===== config.mk =====
export PLATFORM = sky130hd
export DESIGN_NAME = codec_i2s_tx
export DESIGN_NICKNAME = d
export VERILOG_FILES = /design/src/rtl/codec_i2s_tx.sv
export SDC_FILE = /design/constraint.sdc
export NUM_CORES = 1
export LEC_CHECK = 0
export BUFFER_PORTS_ARGS = -buffer_cell sky130_fd_sc_hd__buf_2
export CAP_MARGIN = 10
export CORE_ASPECT_RATIO = 1.4
export CORE_MARGIN = 5
export CORE_UTILIZATION = 58
export DETAILED_ROUTE_END_ITERATION = 8
export PLACE_DENSITY_LB_ADDON = 0.15
export SYNTH_ARGS = -nofsm -noshare
export SYNTH_HDL_FRONTEND = slang
export SYNTH_SLANG_ARGS = --single-unit

===== constraint.sdc =====
create_clock -name clk -period 2.5 [get_ports clk]
set_input_delay 0.375 -clock clk [delete_from_list [all_inputs] [get_ports clk]]
set_output_delay 0.375 -clock clk [all_outputs]
set_load 0.01 [all_outputs]

===== src/rtl/codec_i2s_tx.sv =====
// rtl/codec_i2s_tx.sv - I2S transmitter for the CS4272 DAC path: clock generation and 16-bit stereo serialization.
// A single 10-bit counter is the timebase; samples enter through a one-entry holding register.
module codec_i2s_tx (
    input  logic        clk,
    input  logic        rst,
    input  logic [15:0] lft_in,
    input  logic [15:0] rht_in,
    input  logic        smpl_vld,
    output logic        smpl_rdy,
    output logic        MCLK,
    output logic        SCLK,
    output logic        LRCLK,
    output logic        SDin,
    output logic        underrun,
    output logic [7:0]  underrun_cnt
);

    logic [9:0]  cnt;
    logic [9:0]  cnt_nxt;
    logic [15:0] hold_l;
    logic [15:0] hold_r;
    logic        full;
    logic [15:0] sh_l;
    logic [15:0] sh_r;

    logic        frame_start;
    logic        slot_edge;
    logic [4:0]  nxt_slot;
    logic        nxt_right;
    logic        data_slot;
    logic        accept;

    assign cnt_nxt     = cnt + 10'd1;
    assign frame_start = (cnt == 10'd1023);
    assign slot_edge   = (cnt[3:0] == 4'hF);
    assign nxt_slot    = cnt_nxt[8:4];
    assign nxt_right   = cnt_nxt[9];
    assign data_slot   = (nxt_slot >= 5'd1) && (nxt_slot <= 5'd16);
    assign accept      = smpl_vld && !full;

    assign smpl_rdy = !full;
    assign MCLK     = cnt[1];
    assign SCLK     = cnt[3];
    assign LRCLK    = cnt[9];

    always_ff @(posedge clk) begin
        if (rst) begin
            cnt          <= 10'd0;
            hold_l       <= 16'd0;
            hold_r       <= 16'd0;
            full         <= 1'b0;
            sh_l         <= 16'd0;
            sh_r         <= 16'd0;
            SDin         <= 1'b0;
            underrun     <= 1'b0;
            underrun_cnt <= 8'd0;
        end else begin
            cnt <= cnt_nxt;

            // accept and drain are exclusive: a drain needs full=1, an accept needs full=0
            if (accept) begin
                hold_l <= lft_in;
                hold_r <= rht_in;
                full   <= 1'b1;
            end else if (frame_start && full) begin
                full <= 1'b0;
            end

            underrun <= 1'b0;
            if (frame_start) begin
                if (full) begin
                    sh_l <= hold_l;
                    sh_r <= hold_r;
                end else begin
                    sh_l     <= 16'd0;
                    sh_r     <= 16'd0;
                    underrun <= 1'b1;
                    if (underrun_cnt != 8'hFF)
                        underrun_cnt <= underrun_cnt + 8'd1;
                end
            end

            // SDin moves on SCLK falling; slot 0 carries the one-bit I2S delay
            if (slot_edge) begin
                if (data_slot) begin
                    if (nxt_right) begin
                        SDin <= sh_r[15];
                        sh_r <= {sh_r[14:0], 1'b0};
                    end else begin
                        SDin <= sh_l[15];
                        sh_l <= {sh_l[14:0], 1'b0};
                    end
                end else begin
                    SDin <= 1'b0;
                end
            end
        end
    end

endmodule


==> impl_metrics.csv <==
group,metric,value,unit
clocking,clock_latency,0.36,ns
critical_path,cp_top_family,"compound AO/OA/AOI/OAI gates",
clocking,path_clk_slew,0.08,ns
run,max-cap-violations,0,
pwr,power_leakage,0.00175,µW
layout,drive_above_1_share,22.4,%
synth,synth_simple_gate_area_share,26.3,%
min_path,min_from,"rht_in[11]",
synth,yosys.area.top_type_share,43.4,%
clocking,numCtsBuffers,9,
sta,setup_tns,0,ns
layout,num_antenna_cells,0,
synth,yosys_warnings,0,
critical_path,worst_setup_path_start_kind,"flip-flop",
route,drt-vias-per-instance,5.44,
grt,grt_usage,20.3,%
pwr,powerDensity,613,nW/µm²
clocking,root_buffer,"clkbuf_8",
placed_design,pre_cts_ws,0.242,ns
floorplan,fp-row-count,35,
floorplan,dieArea,8530,µm²
grt,grt-ovfl-total,0,
critical_path,worstPathRequired,2.75,ns
route,drt_pass1_iterations,4,
synth,yosysTopAreaCell,"dfxtp_1",
synth,ys_types,38,
floorplan,die_w,79.5,µm
synth,synth_xor_xnor_area_share,3.35,%
critical_path,arrival,2.53,ns
sta,fin_skew,0.00729,ns
synth,synth_area_leaders,"dfxtp_1 (43%), nand2_1 (9.6%), a21oi_1 (8.5%)",
synth,synth-edff-count,0,
clocking,cts_hold_buf,0,
clocking,cts_tree,"done",
clocking,ctsResizeCount,0,
clocking,clock_sinks,85,
synth,ys_ff_latch,85,
pwr,vdd_drop_max,0.000428,V
synth,netlist_top_cells_count,"nand2_1 (100), dfxtp_1 (85), a21oi_1 (67)",
sta,finalMaxSlewViolations,0,
grt,antenna_found_initial,0,
critical_path,critPathMaxStageDelay,0.42,ns
sta,worstMarginPinSlew,0.468,ns
layout,area_growth,13.4,%
sta,hold_violations,0,
sta,relSlewSlack,68.6,%
route,drc,0,
min_path,hold_path_class,"in2reg",
critical_path,reg2reg_from,"cnt[1]",
synth,synthMuxAreaShare,11.1,%
grt,grt_max_degree,61,
synth,synth-async-reset-ratio,0,%
synth,synthCells,465,
grt,grt_pass1_vias,3117,
synth,synth.most_common_cell,"nand2_1",
sta,rsz0062_at_grt,"false",
route,drt_first_iter_violations,157,
placed_design,hpwl,5.29,mm
sta,setup_slack,0.217,ns
clocking,cts_max_level,3,
sta,fmax,438,MHz
critical_path,startpoint,"cnt[1]",
sta,period_needed,2.28,ns
sta,final-setup-viol-count,0,
critical_path,r2r_slack,0.22,ns
synth,synth_ff_type,"dfxtp_1",
clocking,post_cts.repair.setup_buffers,0,
synth,syn_avg_cell_area,8.44,µm²
floorplan,start_util,59.7,%
synth,ys_seq_area_share,43.4,%
critical_path,critPathMaxFanout,16,
critical_path,path_cells,"ha_1 > inv_1 > nor3_1 > o221ai_2 > a211oi_4 > buf_12 > mux2_2",
grt,grt_pass1_wl,13.8,mm
floorplan,coreArea,6570,µm²
clocking,cts_buffer_depth,2,
route,wl,8.17,mm
critical_path,critical_path.endpoint_type,"flip-flop",
synth,synth_top_family_by_area,"simple AND/OR/NAND/NOR gates",
synth,synth_compound_area_share,10.7,%
sta,fin_crit_sh,91.3,%
critical_path,worst-path-buf-inv,2,
run_status,status,"finished clean",
critical_path,slowest_stage,"dfxtp_1",
route,num_vias,3142,
route,drtAntennaViolNets,0,
synth,yosys.area_share.adder,0.638,%
synth,synth_nets,502,
synth,netlist_area,3920,µm²
placed_design,place.gp.congestion,0.895,
floorplan,die_y,107,µm
floorplan,io_pins,49,
placed_design,port-buffer-count,48,
route,wl_per_cell,14.1,µm
critical_path,path_class,"reg2reg",
layout,nets,536,
path summary, 6_finish.rpt:
path	endpoint	cells past startpoint
worst max-delay path	sh_r[7]	7
worst min register to register	hold_r[0]	2
worst min-delay path	hold_r[11]	3
worst max register to register	sh_r[7]	7
placed cells by master, fill, tap and decap left out, drive strengths merged, types with 2 or more instances in the layout:
master	count
and4	2
clkbuf	13
o21ai	2
xnor2	11
buf	58
nor4	5
o221ai	2
or3	2
nand3	38
mux2	30
nor3	5
nor2b	32
dfxtp	85
bufinv	2
inv	6
nand4	4
nor2	19
xor2	4
ha	2
nand2	100
a21oi	67
and2	4
mux2i	3
tightest hold or removal path, delay by kind of cell:
family	cells	cell delay (ns)
buffers and inverters	1	0.09
AOI/OAI and AO/OA	1	0.05
and+or+nand+nor	1	0.04
report_power, final:
group | internal (µW) | total, µW | switching (µW)
clock | 671 | 1150 | 482
sequential | 1390 | 1410 | 24.1
combinational | 58.0 | 163 | 105
total | 2120 | 2730 | 611
per-stage QoR:
step	cells	util (%)	hold WS (ns)	power, µW	cell area, µm²
after floorplan	465	-	0.432	1540	3920
after global placement	562	64.0	0.441	1600	4200
after detailed placement	562	64.0	0.446	1610	4200
after CTS	578	67.7	0.230	2750	4450
after global routing	578	67.7	0.242	2830	4450
final	578	67.7	0.243	2730	4450
layout make-up:
cell class                 count  area [µm²]
clock buffer                  13         179
clock inverter                 3        65.1
fill                         573        2120
inverter                       6        22.5
multi-input combinational    339        2040
sequential                    85        1700
tap                           74        92.6
timing repair buffer          58         343
kinds of logic (layout without fill, tap and decap cells):
kind of cell / Yosys count / after routing
buf+inv: 41 / 80
fa+ha+maj: 2 / 2
flops: 85 / 85
compound gates: 75 / 75
mux: 33 / 33
xor+xnor: 15 / 15
simple gates: 214 / 214
registers in the layout, summed over array words and instances, names as in the netlist:
signal	cells
cnt	10
hold_r	16
hold_l	16
sh_l	16
underrun	1
underrun_cnt	8
sh_r	16
SDin	1
full	1
metal layers:
layer | global-route usage, % | share of wire (%) | vias up | wire (µm)
li1 | - | - | 1620 | -
met1 | 24.4 | 46 | 1448 | 3740
met2 | 34.4 | 48 | 54 | 3940
met3 | 4.02 | 3.3 | 20 | 273
met4 | 9.58 | 2.8 | 0 | 225
met5 | 0 | 0 | - | 0
(Power assumes the default switching activity.)
